$ cat src/rtl/cache_pkg.sv
// Shared encodings for the single-line cache storage block.
package cache_pkg;

    typedef enum logic [1:0] {
        OP_READ  = 2'b00,
        OP_WRITE = 2'b01,
        OP_FILL  = 2'b10,
        OP_INV   = 2'b11
    } op_e;

    typedef enum logic [1:0] {
        S_IDLE = 2'd0,
        S_FILL = 2'd1,
        S_DONE = 2'd2
    } state_e;

endpackage

$ cat src/rtl/cache_line_word_array.sv
// WORDS x DATA_W register file: one write port, one combinational read port,
// synchronous active-low clear.
module cache_word_array #(
    parameter int unsigned DATA_W = 16,
    parameter int unsigned WORDS  = 4
) (
    input  logic                     clk,
    input  logic                     rst,
    input  logic                     we,
    input  logic [$clog2(WORDS)-1:0] waddr,
    input  logic [DATA_W-1:0]        wdata,
    input  logic [$clog2(WORDS)-1:0] raddr,
    output logic [DATA_W-1:0]        rdata
);

    logic [DATA_W-1:0] mem_q [WORDS];
    logic [DATA_W-1:0] mem_d [WORDS];

    always_comb begin
        mem_d = mem_q;
        if (we) begin
            mem_d[waddr] = wdata;
        end
    end

    always_ff @(posedge clk) begin
        if (!rst) begin
            for (int unsigned i = 0; i < WORDS; i++) begin
                mem_q[i] <= '0;
            end
        end else begin
            mem_q <= mem_d;
        end
    end

    assign rdata = mem_q[raddr];

endmodule

$ cat src/rtl/cache_line.sv
// One cache line (data words, tag, valid, dirty) serving read/write/fill/
// invalidate requests with a one-cycle ack from the DONE state.
module cache_line
    import cache_pkg::*;
#(
    parameter  int unsigned DATA_W = 16,
    parameter  int unsigned WORDS  = 4,
    parameter  int unsigned TAG_W  = 8,
    localparam int unsigned OFF_W  = $clog2(WORDS)
) (
    input  logic              clk,
    input  logic              rst,
    input  logic              enable,
    input  logic [1:0]        op,
    input  logic [TAG_W-1:0]  tag_in,
    input  logic [OFF_W-1:0]  offset,
    input  logic [DATA_W-1:0] data_in,
    input  logic              fill_valid,
    input  logic [DATA_W-1:0] fill_data,
    output logic [DATA_W-1:0] data_out,
    output logic              hit,
    output logic              valid,
    output logic              dirty,
    output logic [TAG_W-1:0]  tag_out,
    output logic              busy,
    output logic              ack
);

    state_e            state_q, state_d;
    logic [OFF_W-1:0]  cnt_q, cnt_d;
    logic [TAG_W-1:0]  tag_q, tag_d;
    logic              valid_q, valid_d;
    logic              dirty_q, dirty_d;
    logic              hit_q, hit_d;
    logic [DATA_W-1:0] dout_q, dout_d;

    logic              we;
    logic [OFF_W-1:0]  waddr;
    logic [DATA_W-1:0] wdata;
    logic [DATA_W-1:0] rdata;
    logic              match;

    cache_word_array #(
        .DATA_W (DATA_W),
        .WORDS  (WORDS)
    ) u_array (
        .clk   (clk),
        .rst   (rst),
        .we    (we),
        .waddr (waddr),
        .wdata (wdata),
        .raddr (offset),
        .rdata (rdata)
    );

    assign match = valid_q && (tag_in == tag_q);

    always_comb begin
        state_d = state_q;
        cnt_d   = cnt_q;
        tag_d   = tag_q;
        valid_d = valid_q;
        dirty_d = dirty_q;
        hit_d   = hit_q;
        dout_d  = dout_q;
        we      = 1'b0;
        waddr   = offset;
        wdata   = data_in;

        case (state_q)
            S_IDLE: begin
                if (enable) begin
                    case (op)
                        OP_READ: begin
                            hit_d   = match;
                            if (match) begin
                                dout_d = rdata;
                            end
                            state_d = S_DONE;
                        end
                        OP_WRITE: begin
                            hit_d   = match;
                            if (match) begin
                                we      = 1'b1;
                                dirty_d = 1'b1;
                            end
                            state_d = S_DONE;
                        end
                        OP_FILL: begin
                            valid_d = 1'b0;
                            dirty_d = 1'b0;
                            tag_d   = tag_in;
                            cnt_d   = '0;
                            hit_d   = 1'b0;
                            state_d = S_FILL;
                        end
                        default: begin
                            valid_d = 1'b0;
                            dirty_d = 1'b0;
                            hit_d   = 1'b0;
                            state_d = S_DONE;
                        end
                    endcase
                end
            end
            S_FILL: begin
                // Beats land at the burst counter; gaps simply hold it.
                if (fill_valid) begin
                    we    = 1'b1;
                    waddr = cnt_q;
                    wdata = fill_data;
                    cnt_d = cnt_q + OFF_W'(1);
                    if (cnt_q == OFF_W'(WORDS - 1)) begin
                        valid_d = 1'b1;
                        dirty_d = 1'b0;
                        state_d = S_DONE;
                    end
                end
            end
            S_DONE: begin
                state_d = S_IDLE;
            end
            default: begin
                state_d = S_IDLE;
            end
        endcase
    end

    always_ff @(posedge clk) begin
        if (!rst) begin
            state_q <= S_IDLE;
            cnt_q   <= '0;
            tag_q   <= '0;
            valid_q <= 1'b0;
            dirty_q <= 1'b0;
            hit_q   <= 1'b0;
            dout_q  <= '0;
        end else begin
            state_q <= state_d;
            cnt_q   <= cnt_d;
            tag_q   <= tag_d;
            valid_q <= valid_d;
            dirty_q <= dirty_d;
            hit_q   <= hit_d;
            dout_q  <= dout_d;
        end
    end

    assign data_out = dout_q;
    assign hit      = hit_q;
    assign valid    = valid_q;
    assign dirty    = dirty_q;
    assign tag_out  = tag_q;
    assign busy     = (state_q != S_IDLE);
    assign ack      = (state_q == S_DONE);

endmodule

$ cat config.mk
export PLATFORM = sky130hd
export DESIGN_NAME = cache_line
export DESIGN_NICKNAME = d
export VERILOG_FILES = /design/src/rtl/cache_pkg.sv /design/src/rtl/cache_line_word_array.sv /design/src/rtl/cache_line.sv
export SDC_FILE = /design/constraint.sdc
export NUM_CORES = 1
export LEC_CHECK = 0
export CAP_MARGIN = 30
export CORE_MARGIN = 5
export CORE_UTILIZATION = 25
export CTS_CLUSTER_DIAMETER = 50
export DETAILED_ROUTE_END_ITERATION = 12
export PLACE_DENSITY = 0.51
export SYNTH_ARGS = -nofsm -noshare
export SYNTH_HDL_FRONTEND = slang
export SYNTH_SLANG_ARGS = --single-unit
$ cat constraint.sdc
create_clock -name clk -period 2.42 [get_ports clk]
set_input_delay 0.484 -clock clk [delete_from_list [all_inputs] [get_ports clk]]
set_output_delay 0.484 -clock clk [all_outputs]
set_load 0.05 [all_outputs]
==> results of run 1 <==
how the worst min path moves through the flow:
stage / startpoint / endpoint / slack [ns] / depth (start not counted)
after detailed placement: u_array.mem_q[29] / u_array.mem_q[29] / 0.44 / 1
after CTS: u_array.mem_q[29] / u_array.mem_q[29] / 0.46 / 1
after floorplan: u_array.mem_q[24] / u_array.mem_q[24] / 0.42 / 1
after global routing: data_out[8] / data_out[8] / 0.50 / 2
after global placement: u_array.mem_q[29] / u_array.mem_q[29] / 0.43 / 1
final: hit / hit / 0.46 / 2
logic make-up (layout without fill, tap and decap cells):
kind of cell               count (synthesis)  after routing  share of synthesized area
muxes                                     27             27                     0.0950
DFF                                       95             95                      0.384
adders and majority gates                  1              1                    0.00253
xor gates and xnor gates                   6              6                     0.0106
buffers and inverters                     53            152                     0.0447
AOI/OAI and AO/OA                        116            116                      0.197
and+or+nand+nor                          234            234                      0.266
layout by cell type (no fill, tap or decap), drive strengths merged, types with 3 or more instances in the layout:
cell            n
mux2i          11
nor4            5
nand2b          5
clkdlybuf4s50  72
nand3          87
mux4           16
nand2          41
a21boi         19
inv             7
nor2            4
nor3            3
and2           62
a22o            5
xnor2           4
buf            57
dfxtp          95
clkbuf         10
nor2b          14
a21o            5
o21ai          22
a221o          59
layout make-up:
cell class / instances / area, um2
Clock buffer: 10 / 229
Inverter: 4 / 15.0
Multi-Input combinational cell: 384 / 2840
Tap cell: 265 / 332
Timing Repair Buffer: 132 / 1220
Sequential cell: 95 / 1900
Clock inverter: 6 / 75.1
Fill cell: 1971 / 12900
repair_timing:
item,4_1_cts,5_1_grt
hold buffers,0,0
endpoints found under the setup margin,1,36
gates cloned,0,0
hold endpoints to repair,0,0
resized for setup,1,6
buffers inserted,0,4
pin swaps,0,4
per-stage QoR:
| step | hold WS (ns) | setup TNS, ns | power, W |
|---|---|---|---|
| finish | 0.460 | 0 | 0.00350 |
| global route | 0.497 | -0.0150 | 0.00365 |
| CTS | 0.460 | 0 | 0.00353 |
| detailed placement | 0.442 | -17.03 | 0.00205 |
| global placement | 0.433 | -15.44 | 0.00205 |
| floorplan | 0.420 | 0 | 0.00183 |
per-layer routing:
layer | vias to the layer above | GRT usage | routed length [um]
met3 | 19 | 0.0172 | 809
met5 | - | 0 | 0
li1 | 2183 | - | -
met2 | 147 | 0.247 | 7950
met1 | 2226 | 0.201 | 7320
met4 | 0 | 0.0494 | 310
sequential cells by signal, indices dropped and copies added, names as in the netlist:
| name | cells |
|---|---|
| valid | 1 |
| cnt_q | 2 |
| u_array.mem_q | 64 |
| state_q | 2 |
| hit | 1 |
| data_out | 16 |
| dirty | 1 |
| tag_out | 8 |
report_power, final:
| part | switching, W | internal (W) |
|---|---|---|
| Combinational | 0.000236 | 0.000195 |
| Clock | 0.000657 | 0.000818 |
| Sequential | 0.0000145 | 0.00158 |
| Total | 0.000908 | 0.00259 |
critical path, delay by kind of cell:
family | cells | cell delay, ns
AOI/OAI and AO/OA | 2 | 0.41
xor gates and xnor gates | 1 | 0.17
buffers and inverters | 3 | 0.80
and+or+nand+nor | 2 | 0.65
==> results.md, run 1 <==
- Worst skew pair latency: 0.36 ns
- Largest area contributor in the netlist: dfxtp_1
- CP Capture Point: u_array.mem_q[31]
- Overflow after GRT: 0
- Synth Cell Area: 0.00495 mm2
- Final ANT Viol Nets: 0
- Fin crit share: 0.941
- Final design utilization: 0.340
- FP Rows: 51
- Clock Tree Root: clkbuf_16
- Skew final: 0.0120 ns
- Pre-CTS setup slack: -0.294 ns
- Vias per cell: 5.11
- Hold Fails Final Rpt: 0
- CTS tree: yes
- Clock tree buffer depth: 2
- Most frequent cells after synthesis: dfxtp_1 (95), nand3_1 (87), and2_1 (62)
- Vias in the first global route: 4467
- DRT Pass-1 Iters: 5
- Final Non-Filler Cells: 896
- Worst setup startpoint: tag_in[7]
- Yosys Warn Count: 0
- Clk slew on worst S/H paths: 0.07 ns
- Max Slew Vio Count: 0
- Syn Nets: 581
- Cell seen most often among critical-path stages: buf_4
- Setup ws final: 0.143 ns
- Synth Area per Inst: 9.30 um2
- Initial Util: 0.254
- Total track usage: 0.149
- Final min period: 2.28 ns
- # nets final: 675
- Count of different cell masters after synthesis: 45
- PortBufs: 76
- Leak: 2.66 nW
- Dominant cells by area after synthesis: dfxtp_1 (38%), a221o_1 (12%), nand3_1 (8.8%), and2_1 (7.8%), mux4_2 (7.3%)
- Via Count: 4575
- Slew headroom: 0.451
- FFs w/ async S/R, synth: 0
- DRT iter0 DRCs: 349
- Area Overhead vs Synth: 33.6%
- DRC Markers: 0
- Wire per inst: 18.3 um
- First-pass GRT wire length: 25900 um
- Crit. End Element: flip-flop
- Largest net degree at the start of global routing: 36
- Die ar.: 0.0227 mm2
- IO Count: 77
- Pwr Density: 529 mW/mm2
- Crit Path Category: input pin to flip-flop
- Max cap viols: 0
- Die W: 151 um
- Status: finished, final reports clean
- DP HPWL: 11500 um
- Reg2reg start: state_q[1]
- Cells after Synth: 532
- Routability cong.: 0.803
- Yosys top cell area share: 0.384
- Yosys reg bits: 95
- CP required: 2.66 ns
- CORE AREA: 0.0195 mm2
- Worst R2R Setup Slack: 0.18 ns
- Count leader, synth: dfxtp_1
- Final Setup Violations: 0
- Crit path launch type: input pin
- Total wire length: 16400 um
- Slowest CP cell: clkdlybuf4s50_1
- Reg2reg path depth: 8
- Worst VDD drop: 0.309 mV
- Num CTS Buffers: 9
- Fraction of layout cells with a size suffix above 1: 0.152
- Reg-to-Reg End: u_array.mem_q[31]
- Min-Delay Path Class: flip-flop to flip-flop
- Synth Flop Type: dfxtp_1
- # clock sinks: 95
- CP Max Fanout: 9
- Number of flops mapped to enable cells by yosys: 0
- Final instance area: 0.00661 mm2
- Crit-path cells: clkdlybuf4s50_1 > xor2_1 > nand4bb_2 > nor4_4 > buf_4 > o21ai_1 > buf_4 > a221o_1
- CP peak stage delay: 0.44 ns
- Max Freq: 0.439 GHz
- Placed Instance Area: 0.00626 mm2
- Die Ht: 151 um
- Post-synthesis sequential area ratio: 0.384
- Cells after DPL: 876
- Initial antenna violation count: 0
- H-tree Lvls: 3
- Measured slew at the worst slew-check pin: 0.823 ns
- Diodes inserted: 0
- CP arrival: 2.52 ns
Note: power is estimated with default switching activity, not from simulation.
==> run 2, diff against run 1 <==
CORE_UTILIZATION = 35   (was 25)
PLACE_DENSITY = 0.64   (was 0.51)
==> run 2 against run 1 <==
  * Fmax is 1.2% lower
  * First-iteration DRC count down 2.6%
  * Critical path depth decreased by 1
  * Sequential cell count unchanged
  * Via count shrank 0.96%
  * Utilization up 13 points
  * Clock power decreased by 9%
  * Hold slack got worse by 0.0030 ns
  * Final cell count shrank 10%
  * Routed wire length decreased by 8.3%
==> results.md, run 2 (synthesis gave the netlist of run 1 again) <==
- Most frequent cells in the layout: dfxtp_1 (95), nand3_1 (87), clkdlybuf4s50_1 (73)
- Gate power share: 0.128 (+0.005)
- Reg2reg start: state_q[1]
- Vias per cell: 5.62 (+10%)
- Final Setup Violations: 0 (unchanged)
- DP HPWL: 10400 um (-9.8%)
- Crit. End Element: flip-flop
- FP Rows: 43 (-16%)
- P_sw: 0.000882 W (-2.9%)
- Final Non-Filler Cells: 806 (-10%)
- Final ANT Viol Nets: 0 (unchanged)
- Crit-path cells: clkdlybuf4s50_1 > nor4b_4 > nand4_1 > nor4_4 > o21ai_1 > buf_12 > a221o_1
- CP arrival: 2.53 ns (about the same)
- Leading cell type in the layout, fill and taps excluded: dfxtp_1
- Measured slew at the worst slew-check pin: 0.779 ns (-0.0435 ns)
- PortBufs: 76 (unchanged)
- Worst path top cell family by delay: simple AND/OR/NAND/NOR gates
- CP peak stage delay: 0.52 ns (+0.08 ns)
- Clk slew on worst S/H paths: 0.07 ns (about the same)
- Status: finished, final reports clean
- Wire per inst: 18.7 um (+2.0%)
- Hold Buf Count CTS: 0 (unchanged)
- Diodes inserted: 0 (unchanged)
- Slew headroom: 0.479 (+0.0279)
- Fraction of layout cells with a size suffix above 1: 0.142 (-0.00997)
- Clock Tree Root: clkbuf_16
- Biggest register: u_array.mem_q
- Routability cong.: 0.806 (+0.30%)
- Number of fill cells: 1323 (-33%)
- Area Overhead vs Synth: 30.6%
- Switching portion of total power: 0.263 (+0.00283)
- Final min period: 2.30 ns (+0.0265 ns)
- Worst R2R Setup Slack: 0.35 ns (+0.17 ns)
- Cells after DPL: 788 (-10%)
- Worst skew pair latency: 0.34 ns (-0.02 ns)
- # nets final: 670 (-0.74%)
- Num CTS Buffers: 9 (unchanged)
- Fin crit share: 0.952 (+0.0110)
- Overflow after GRT: 0 (unchanged)
- Hold Fails Final Rpt: 0 (unchanged)
- Critical Path Stages: 7 (-1)
- RSZ-0062 raised after global routing: no
- Die W: 129 um (-14%)
- H-tree Lvls: 3 (unchanged)
- Die ar.: 0.0166 mm2 (-27%)
- Crit Path Category: input pin to flip-flop
- CP Max Fanout: 16 (+7)
- Fin Setup TNS: 0 ns (unchanged)
- Placed Instance Area: 0.00617 mm2 (-1.5%)
- CP required: 2.65 ns (about the same)
- Max Slew Vio Count: 0 (unchanged)
- CORE AREA: 0.0139 mm2 (-29%)
- Max cap viols: 0 (unchanged)
- Vias in the first global route: 4536 (+1.5%)
- # clock sinks: 95 (unchanged)
- CTS tree: yes
- Clock tree buffer depth: 2 (unchanged)
- Final instance area: 0.00647 mm2 (-2.2%)
- First-pass GRT wire length: 24000 um (-7.6%)
- Crit path launch type: input pin
- Clock share of power: 0.399 (-0.023)
- Min-Delay Path Depth: 1 (-1)
- Reg-to-Reg End: u_array.mem_q[63]
- Total wire length: 15000 um (-8.3%)
- Hold path endpoint: u_array.mem_q[29]
- Max reg flops: 64 (unchanged)
- DRT Pass-1 Iters: 5 (unchanged)
- Min-Delay Path Class: flip-flop to flip-flop
- Final design utilization: 0.466 (+0.126)
- Reg2reg path depth: 7 (-1)
- Reg power frac: 0.473 (+0.018)
- Internal power: 0.00248 W (-4.3%)
- Slowest CP cell: clkdlybuf4s50_1
- IO Count: 77 (unchanged)
- Max Freq: 0.434 GHz (-1.2%)
- Via Count: 4531 (-0.96%)
- DRT iter0 DRCs: 340 (-2.6%)
- DRC Markers: 0 (unchanged)
- Leak: 2.63 nW (-0.91%)
- Largest net degree at the start of global routing: 34 (-5.6%)
- Pwr Density: 519 mW/mm2 (-1.8%)
- Skew final: 0.0107 ns (-0.00132 ns)
- Crit path buf inv count: 2 (-1)
- Worst hold start: u_array.mem_q[29]
- Total track usage: 0.183 (+0.0340)
- Initial antenna violation count: 0 (unchanged)
- Die Ht: 129 um (-14%)
- Initial Util: 0.357 (+0.102)
- Worst VDD drop: 0.364 mV (+18%)
## run 2: worst register-to-register path: cells and delay by family, from the launching register on
kind            cells  cell delay (ns)
compound gates      1             0.35
buf+inv             2             0.38
flops               1             0.41
mux                 2             0.37
simple gates        2             0.45
## run 2: worst max path at each step
stage / from / to / slack [ns]
floorplan: tag_out[7] / u_array.mem_q[54] / 0.06
global placement: enable / data_out[1] / -0.18
detailed placement: op[1] / u_array.mem_q[42] / -0.25
CTS: state_q[1] / ack / 0.02
global route: enable / u_array.mem_q[9] / 0.02
finish: enable / u_array.mem_q[9] / 0.12
## run 2: final cells by class
class / instances / area [um2] / area share
Inverter: 4 / 15.0 / 0.00232
Multi-Input combinational cell: 384 / 2830 / 0.438
Tap cell: 180 / 225 / 0.0348
Sequential cell: 95 / 1900 / 0.294
Timing Repair Buffer: 127 / 1220 / 0.189
Clock buffer: 10 / 229 / 0.0354
Clock inverter: 6 / 43.8 / 0.00677
## run 2: routing by layer
layer / vias up / part of all wire / routed length, um / global-route usage
met4: 0 / 0.019 / 283 / 0.0679
li1: 2171 / - / - / -
met2: 136 / 0.50 / 7550 / 0.316
met1: 2201 / 0.43 / 6410 / 0.228
met3: 23 / 0.052 / 787 / 0.0303
met5: - / 0 / 0 / 0
## run 2: what timing repair did
| action | 4_1_cts | 5_1_grt |
|---|---|---|
| setup buffers | 0 | 2 |
| gates resized for setup | 0 | 3 |
| setup endpoints to repair | 0 | 5 |
## run 2: power groups by stage
stage | clock (W) | sequential [W] | combinational [W]
finish | 0.00134 | 0.00159 | 0.000431
floorplan | 0 | 0.00164 | 0.000187
global placement | 0 | 0.00162 | 0.000418
global route | 0.00142 | 0.00159 | 0.000460
CTS | 0.00136 | 0.00159 | 0.000428
detailed placement | 0 | 0.00162 | 0.000427
## run 2: through the flow
stage                     worst slack (ns)  hold slack [ns]  power (W)
after floorplan                     0.0586            0.420    0.00183
after global placement              -0.180            0.431    0.00204
after detailed placement            -0.253            0.440    0.00205
after CTS                           0.0161            0.456    0.00337
after global routing                0.0178            0.474    0.00346
final                                0.117            0.457    0.00336
